### src/rtl/mem_arb_pkg.sv
// mem_arb_pkg: shared types and helpers for the three-requester memory port arbiter
package mem_arb_pkg;
    localparam int NUM_REQ = 3;
    typedef logic [1:0] req_idx_t;
    typedef enum logic [1:0] {IDLE, ACCESS, WAIT, RESP} arb_state_t;
    function automatic req_idx_t next_idx(req_idx_t i);
        return (i == 2'd2) ? 2'd0 : i + 2'd1;
    endfunction
endpackage

### src/rtl/rr_arbiter_3.sv
// rr_arbiter_3: combinational three-way round-robin pick starting after last_grant
module rr_arbiter_3
    import mem_arb_pkg::*;
(
    input  logic [2:0] req,
    input  logic [1:0] last_grant,
    output logic       grant_valid,
    output logic [1:0] grant_idx
);
    req_idx_t p0, p1, p2;
    always_comb begin
        p0 = next_idx(last_grant);
        p1 = next_idx(p0);
        p2 = next_idx(p1);
        grant_valid = |req;
        grant_idx = req[p0] ? p0 : req[p1] ? p1 : p2;
    end
endmodule

### src/rtl/mem_port_arbiter.sv
// mem_port_arbiter: round-robin sequencer sharing one single-port memory among three requesters
module mem_port_arbiter
    import mem_arb_pkg::*;
#(
    parameter int DATA_W     = 16,
    parameter int ADDR_W     = 16,
    parameter int RD_LATENCY = 2
) (
    input  logic                  clk,
    input  logic                  rst,
    input  logic [2:0]            req_valid,
    output logic [2:0]            req_ready,
    input  logic [2:0]            req_we,
    input  logic [3*ADDR_W-1:0]   req_addr,
    input  logic [3*DATA_W-1:0]   req_wdata,
    output logic                  mem_en,
    output logic                  mem_we,
    output logic [ADDR_W-1:0]     mem_addr,
    output logic [DATA_W-1:0]     mem_wdata,
    input  logic [DATA_W-1:0]     mem_rdata,
    output logic [2:0]            resp_valid,
    output logic [DATA_W-1:0]     resp_rdata,
    output logic [1:0]            resp_sel
);
    localparam int CNT_W = $clog2(8) + 1;
    arb_state_t       state;
    req_idx_t         last_grant;
    logic [CNT_W-1:0] cnt;
    logic             grant_valid;
    logic [1:0]       grant_idx;

    rr_arbiter_3 u_rr (
        .req        (req_valid),
        .last_grant (last_grant),
        .grant_valid(grant_valid),
        .grant_idx  (grant_idx)
    );

    assign req_ready = (state == IDLE && grant_valid) ? 3'(1) << grant_idx : 3'b000;

    // resp_sel doubles as the owner index of the transaction in flight
    always_ff @(posedge clk) begin
        if (rst) begin
            state      <= IDLE;
            last_grant <= 2'd2;
            cnt        <= '0;
            mem_en     <= 1'b0;
            mem_we     <= 1'b0;
            mem_addr   <= '0;
            mem_wdata  <= '0;
            resp_valid <= '0;
            resp_rdata <= '0;
            resp_sel   <= '0;
        end else begin
            mem_en     <= 1'b0;
            resp_valid <= '0;
            case (state)
                IDLE: if (grant_valid) begin
                    state      <= ACCESS;
                    last_grant <= grant_idx;
                    resp_sel   <= grant_idx;
                    mem_en     <= 1'b1;
                    mem_we     <= req_we[grant_idx];
                    mem_addr   <= req_addr[grant_idx*ADDR_W +: ADDR_W];
                    mem_wdata  <= req_wdata[grant_idx*DATA_W +: DATA_W];
                end
                ACCESS: begin
                    state <= mem_we ? IDLE : WAIT;
                    cnt   <= CNT_W'(RD_LATENCY - 1);
                end
                WAIT: if (cnt == '0) begin
                    state      <= RESP;
                    resp_rdata <= mem_rdata;
                    resp_valid <= 3'(1) << resp_sel;
                end else begin
                    cnt <= cnt - CNT_W'(1);
                end
                default: state <= IDLE;
            endcase
        end
    end
endmodule

### config.mk
export PLATFORM = sky130hd
export DESIGN_NAME = mem_port_arbiter
export DESIGN_NICKNAME = d
export VERILOG_FILES = /design/src/rtl/mem_arb_pkg.sv /design/src/rtl/rr_arbiter_3.sv /design/src/rtl/mem_port_arbiter.sv
export SDC_FILE = /design/constraint.sdc
export NUM_CORES = 1
export LEC_CHECK = 0
export ABC_AREA = 1
export CORE_MARGIN = 5
export CORE_UTILIZATION = 41
export CTS_CLUSTER_SIZE = 30
export DETAILED_ROUTE_END_ITERATION = 10
export PLACE_DENSITY = 0.79
export SLEW_MARGIN = 20
export SYNTH_ARGS = -nofsm -noshare
export SYNTH_HDL_FRONTEND = slang
export SYNTH_SLANG_ARGS = --single-unit
export TNS_END_PERCENT = 100
### constraint.sdc
create_clock -name clk -period 1.6 [get_ports clk]
set_input_delay 0.16 -clock clk [delete_from_list [all_inputs] [get_ports clk]]
set_output_delay 0.16 -clock clk [all_outputs]
set_load 0.02 [all_outputs]
==> results.ini, run 1 <==
[status]
violations = setup timing
status = complete, but fails checks

[floorplan]
rows = 33
dieWidth_um = 103
pin_count = 178
core_um2 = 8300
start_util = 0.424
die_h_um = 103
die_area_um2 = 10500

[global_route]
antenna_found_initial = 0
grt_overflow = 0
grt_pass1_wl_um = 19400
grt_pass1_vias = 4135
grtUsageTotal = 0.232
grt_max_degree = 71

[cts]
cts_max_path_buffers = 2
clk_pin_slew_ns = 0.06
clkLatencyLatePin_ns = 0.32
cts_inserted_buffers = 9
cts_tree = done
htree_levels = 3
cts_sinks = 62
root_buffer = clkbuf_8

[critical_path]
r2r_cells = 8
crit_required_ns = 1.44
startpoint_type = register
cp_max_fo = 6
path_class = reg2out
cp_data_arrival_time_ns = 1.59
cp-end-kind = output port

[routing]
drt_iter0_markers = 170
firstDrtPassIters = 5
drc = 0
routedWlPerCell_um = 14.6
vias = 4268
antenna_left = 0
wl_um = 12400
viasPerCell = 5.04

[synthesis]
seq_area_frac_synth = 0.352
netlist_area_um2 = 3520
synth_fp_nets = 683
synth_cell_types = 25
synth_cells = 561
syn_area_per_cell_um2 = 6.28
yosysWarnings = 0
ys_seq_elements = 62

[placed_design]
hpwl_um = 8810
placed_cell_area_um2 = 5450
globalplace.congestion = 0.980
port_buffers = 177

[sta]
skew_ns = 0.00622
fin_ws_ns = -0.147
rsz0062_at_grt = true
slew_viol_final = 0
tightest_slew_ns = 0.283
relSlewSlack = 0.811
post-route-period-util = 1.09
hold_violations = 0
fmax_mhz = 572
finalSetupViolCount = 4
finalCriticalPeriod_ns = 1.75

[worst_hold_path]
min_path_cells = 3
hold_path.class = in2reg

[layout]
areaGrowthSynthToFinish_pct = 63.6
num-nets-final = 860
stdcell_area_um2 = 5760
drive_gt1_frac = 0.0877
fill_cells = 693
n_antenna_cell = 0

[power]
power_mw = 5.69
power_density_nw_per_um2 = 987
ir_drop_mv = 0.576
power_leakage_nw = 2.82

[job]
drv_cap = 0

metal layers:
| layer | global-route usage | wire (um) | up-vias |
|---|---|---|---|
| met1 | 0.269 | 4860 | 1916 |
| met5 | 0 | 0 | - |
| li1 | - | - | 2138 |
| met3 | 0.0744 | 1360 | 18 |
| met2 | 0.401 | 5950 | 196 |
| met4 | 0.0797 | 207 | 0 |
kinds of logic after synthesis:
logic type      synth area share
fa+ha+maj                0.00710
simple gates               0.317
buf+inv                    0.176
xor+xnor                 0.00249
compound gates             0.145
flops                      0.352
cells in the final DEF, fill, tap and decap left out:
cell / count
ha_1: 2
a21oi_1: 36
buf_8: 2
o21ai_1: 3
inv_1: 111
clkinv_2: 2
dfxtp_1: 60
buf_4: 16
xor2_1: 1
inv_4: 1
clkinv_1: 4
o22ai_1: 1
dlymetal6s2s_1: 2
nand3_1: 135
nand3_2: 3
o21a_1: 1
nor4_1: 1
clkbuf_1: 2
nand3_4: 2
buf_12: 3
dfxtp_4: 2
o211ai_1: 2
a21oi_4: 2
nor2_4: 2
nand2_4: 2
nand2_1: 48
buf_6: 8
nand2_2: 3
clkdlybuf4s50_1: 172
nor2_2: 1
a21oi_2: 2
nor3_1: 1
inv_2: 4
o21ai_0: 51
nor2_1: 43
clkbuf_8: 10
cell type report:
type / instances / area [um2] / share of cell area
timing repair buffer: 203 / 2050 / 0.355
multi-input combinational: 342 / 1730 / 0.300
clock buffer: 12 / 145 / 0.0252
tap: 105 / 131 / 0.0228
sequential: 62 / 1250 / 0.217
clock inverter: 2 / 10.0 / 0.00174
inverter: 120 / 453 / 0.0786
final timing paths:
kind	from	to	slack (ns)
worst min register to register	resp_sel[1]	resp_valid[2]	0.48
worst max-delay path	last_grant[1]	req_ready[2]	-0.15
worst max register to register	last_grant[1]	mem_wdata[11]	-0.03
worst min-delay path	mem_rdata[5]	resp_rdata[5]	0.42
flip-flops by register name, indices dropped and copies added, names as in the netlist, 2 cells and up:
| name | count |
|---|---|
| cnt | 4 |
| state | 2 |
| resp_rdata | 16 |
| resp_valid | 3 |
| mem_addr | 16 |
| resp_sel | 2 |
| mem_wdata | 16 |
power breakdown:
part / internal (mW) / total (mW) / leakage (nW) / switching, mW
logic: 1.20 / 2.65 / 2.23 / 1.46
registers: 1.77 / 1.90 / 0.512 / 0.124
clock network: 0.583 / 1.14 / 0.0821 / 0.553
total: 3.55 / 5.69 / 2.82 / 2.13
critical path, stage by stage, from the launching register on:
cell and delay [ns]:
dfxtp_4 0.37, nor2_4 0.17, nand2_1 0.10, nand3_2 0.08, nand2_2 0.06, nand2_4 0.09, nand2_4 0.06, buf_6 0.13
nor2_4 0.07, buf_6 0.12
Yosys cell counts:
cell type  count  area share
a21oi_1       39       0.055
a21oi_4        1      0.0046
buf_2         13       0.018
buf_4          4      0.0085
clkbuf_1      20       0.021
clkinv_1       4      0.0043
dfxtp_1       62        0.35
ha_1           2      0.0071
inv_1        113        0.12
inv_2          3      0.0032
nand2_1       50       0.053
nand2_2        1      0.0018
nand2_4        2      0.0064
nand3_1      138        0.20
nand3_2        2      0.0057
nor2_1        44       0.047
nor2_2         2      0.0036
nor3_1         1      0.0014
nor4_1         1      0.0018
o211ai_1       2      0.0043
o21a_1         1      0.0021
o21ai_0       52       0.074
o21ai_1        2      0.0028
o22ai_1        1      0.0018
xor2_1         1      0.0025
what timing repair did:
item	in CTS	in global routing
gates cloned	0	0
endpoints found under the hold margin	0	0
pin swaps	3	3
buffers inserted	1	1
hold buffers	0	0
resized for setup	34	22
endpoints found under the setup margin	39	39
through the flow:
| stage | instances | util | hold WS [ns] | setup TNS, ns | setup slack (ns) |
|---|---|---|---|---|---|
| floorplan | 561 | - | 0.229 | 0 | 0.00525 |
| global placement | 830 | 0.657 | 0.451 | -12.81 | -0.546 |
| detailed placement | 830 | 0.657 | 0.465 | -13.56 | -0.612 |
| CTS | 845 | 0.683 | 0.404 | -1.08 | -0.142 |
| global route | 846 | 0.694 | 0.417 | -2.74 | -0.226 |
| finish | 846 | 0.694 | 0.422 | -0.456 | -0.147 |
(Power assumes the default switching activity.)
==> inputs of run 2 (changes only) <==
--- a/config.mk
+++ b/config.mk
@@ -7,12 +7,14 @@
 export LEC_CHECK = 0
 export ABC_AREA = 1
 export CORE_MARGIN = 5
-export CORE_UTILIZATION = 41
+export CORE_UTILIZATION = 38
 export CTS_CLUSTER_SIZE = 30
 export DETAILED_ROUTE_END_ITERATION = 10
-export PLACE_DENSITY = 0.79
+export GPL_TIMING_DRIVEN = 0
+export PLACE_DENSITY = 0.78
 export SLEW_MARGIN = 20
 export SYNTH_ARGS = -nofsm -noshare
 export SYNTH_HDL_FRONTEND = slang
+export SYNTH_HIERARCHICAL = 1
 export SYNTH_SLANG_ARGS = --single-unit
 export TNS_END_PERCENT = 100
==> run 2 against run 1 <==
Effect of this change: the flow still finishes with violations (setup timing); first-iteration DRC count decreased by 32%; final cell count down 20%; worst hold slack got worse by 0.035 ns; power down 0.36%; utilization shrank 1.4 points; worst setup slack got worse by 0.064 ns; maximum frequency shrank 3.5%; highest routed layer unchanged.
==> results.ini, run 2 <==
[sta]
tightest_slew_ns = 0.392  ; +0.110 ns
finalSetupViolCount = 35  ; +31
fin_ws_ns = -0.211  ; -0.0640 ns
fmax_mhz = 552  ; -3.5%
finalCriticalPeriod_ns = 1.81  ; +0.0640 ns
skew_ns = 0.00569  ; -0.000530 ns
relSlewSlack = 0.739  ; -0.0725
post-route-period-util = 1.13  ; +0.0400
hold_violations = 0  ; unchanged
hold_slack_ns = 0.387  ; -0.0347 ns
slew_viol_final = 0  ; unchanged
rsz0062_at_grt = true

[critical_path]
ff2ff_setup_slack_ns = -0.14  ; -0.11 ns
cp_data_arrival_time_ns = 1.65  ; +0.06 ns
cpMostUsedCell = buf_6
max_stage_delay_ns = 0.38  ; about the same
path_class = reg2out
startpoint_type = register
cp_num_buf_inv = 4  ; +2
r2r_cells = 9  ; +1
cp_slowest_cell = dfxtp_4
cp_max_fo = 7  ; +1
cp-end-kind = output port
crit-reg2reg-launch = last_grant[1]
cp.depth = 8  ; -1
reg2reg_to = mem_wdata[7]
cp_top_family = simple AND/OR/NAND/NOR gates
crit_chain = nand3b_1 -> nand3_1 -> nand2_2 -> buf_6 -> inv_4 -> buf_6 -> nor3_4 -> buf_6
crit_required_ns = 1.44  ; about the same

[synthesis]
synth_cell_types = 30  ; +20%
synth_edf_count = 0  ; unchanged
ys_top_cells_by_area = dfxtp_1, a21oi_1, o211ai_1
seq_area_frac_synth = 0.413  ; +0.0609
ys_async_sr_fraction = 0  ; unchanged
netlist_area_um2 = 3000  ; -15%
synth_cells = 375  ; -33%
post-synth-top-count-cell = a21oi_1
yosysTopAreaCell = dfxtp_1
synth_ff_type = dfxtp_1
ys_seq_elements = 62  ; unchanged
synth_fp_nets = 496  ; -27%
syn_area_per_cell_um2 = 8.01  ; +28%
synthXorXnorAreaFrac = 0  ; -0.00249
synth_mux_area_frac = 0  ; unchanged
yosysWarnings = 6  ; +6
synth_compound_gate_area_share = 0.297  ; +0.152
synth.top_cell.area_share = 0.413  ; +0.0609
synth-adder-area-share = 0.00417  ; -0.00294
synthTopCellsByCount = a21oi_1, dfxtp_1, nor2_1
synth_top_family_by_area = compound AO/OA/AOI/OAI gates
synthSimpleGateAreaFrac = 0.194  ; -0.123

[cts]
root_buffer = clkbuf_8
postCtsHoldBufs = 0  ; unchanged
cts_tree = done
clk_pin_slew_ns = 0.06  ; about the same
clkLatencyLatePin_ns = 0.33  ; about the same
cts_max_path_buffers = 2  ; unchanged
cts_inserted_buffers = 9  ; unchanged
htree_levels = 3  ; unchanged
cts_sinks = 62  ; unchanged

[worst_hold_path]
min_to = state[0]
min_path_cells = 4  ; +1
hold_start = req_valid[1]
hold_path.class = in2reg

[layout]
fill_cells = 643  ; -7.2%
layout_common_cells = clkdlybuf4s50_1, a21oi_1, dfxtp_1, nor2_1, o21ai_0
drive_gt1_frac = 0.190  ; +0.102
num-nets-final = 697  ; -19%
layout_commonest_cell = clkdlybuf4s50_1
areaGrowthSynthToFinish_pct = 75.1
stdcell_area_um2 = 5260  ; -8.8%
reg_top3 = mem_addr (16), mem_wdata (16), resp_rdata (16)
n_antenna_cell = 0  ; unchanged

[routing]
drc = 0  ; unchanged
viasPerCell = 5.08  ; +0.65%
antenna_left = 0  ; unchanged
vias = 3458  ; -19%
drt_iter0_markers = 116  ; -32%
routedWlPerCell_um = 15.8  ; +8.1%
wl_um = 10800  ; -13%
firstDrtPassIters = 4  ; -1

[floorplan]
pin_count = 178  ; unchanged
rows = 32  ; -3.0%
core_um2 = 7730  ; -6.9%
start_util = 0.389  ; -0.0358
die_area_um2 = 9780  ; -7.2%
die_h_um = 98.9  ; -3.7%
dieWidth_um = 98.9  ; -3.7%

[status]
status = complete, but fails checks
violations = setup timing

[power]
power_density_nw_per_um2 = 1080  ; +9.2%
ir_drop_mv = 0.476  ; -17%
power_leakage_nw = 2.01  ; -29%

[placed_design]
hpwl_um = 7920  ; -10%
placed_cell_area_um2 = 4910  ; -10%
port_buffers = 177  ; unchanged
globalplace.congestion = 0.832  ; -15%

[global_route]
antenna_found_initial = 0  ; unchanged
grt_max_degree = 11  ; -85%
grtUsageTotal = 0.221  ; -0.0107
grt_pass1_vias = 3712  ; -10%
grt_overflow = 0  ; unchanged
grt_pass1_wl_um = 17700  ; -8.7%

[job]
drv_cap = 0  ; unchanged

run 2: layout make-up:
cell class,instances,area (um2),share of cell area
buffer,28,241,0.0459
clock buffer,12,145,0.0276
clock inverter,2,10.0,0.00190
inverter,13,61.3,0.0117
multi-input combinational,272,1530,0.290
sequential,62,1250,0.238
tap,102,128,0.0243
timing repair buffer,190,1900,0.361
run 2: logic make-up after synthesis:
group / after synthesis
adders and majority gates: 1
buffers and inverters: 41
DFF: 62
and+or+nand+nor: 112
AOI/OAI and AO/OA: 159
run 2: worst max-delay path by stage:
| stage | end | slack, ns | startpoint |
|---|---|---|---|
| floorplan | req_ready[1] | -0.11 | resp_sel[0] |
| global placement | req_ready[1] | -0.82 | req_valid[1] |
| detailed placement | req_ready[1] | -0.82 | req_valid[1] |
| CTS | req_ready[1] | -0.18 | last_grant[1] |
| global route | req_ready[1] | -0.27 | last_grant[1] |
| finish | req_ready[1] | -0.21 | last_grant[1] |
run 2: per-stage QoR:
step | utilization | setup WS [ns] | power (mW) | std cells | TNS (ns)
2_1_floorplan | - | -0.112 | 3.28 | 375 | -0.112
3_3_place_gp | 0.635 | -0.816 | 4.29 | 654 | -9.38
3_5_place_dp | 0.635 | -0.820 | 4.33 | 654 | -10.07
4_1_cts | 0.674 | -0.181 | 5.64 | 680 | -3.73
5_1_grt | 0.680 | -0.270 | 5.97 | 681 | -6.37
6_report | 0.680 | -0.211 | 5.67 | 681 | -3.41
run 2: metal layers:
| metal | up-vias | global-route usage | wire length [um] | part of all wire |
|---|---|---|---|---|
| li1 | 1710 | - | - | - |
| met1 | 1598 | 0.263 | 4480 | 0.42 |
| met2 | 133 | 0.381 | 5260 | 0.49 |
| met3 | 17 | 0.0679 | 849 | 0.079 |
| met4 | 0 | 0.0683 | 179 | 0.017 |
| met5 | - | 0 | 0 | 0 |
run 2: repair_timing:
action,in CTS,in global routing
resized for setup,42,10
pin swaps,6,23
gates cloned,2,0
setup endpoints to repair,34,36
buffers inserted,10,1
run 2: power by group:
| group | total (mW) | switching, mW | leakage (nW) | internal [mW] |
|---|---|---|---|---|
| Combinational | 2.58 | 1.29 | 1.42 | 1.29 |
| Sequential | 1.93 | 0.140 | 0.512 | 1.79 |
| Clock | 1.16 | 0.572 | 0.0821 | 0.583 |
run 2: worst min-delay path: stages:
cell	delay, ns
dlymetal6s2s_1	0.14
inv_1	0.07
nand2_1	0.13
o2111a_1	0.18
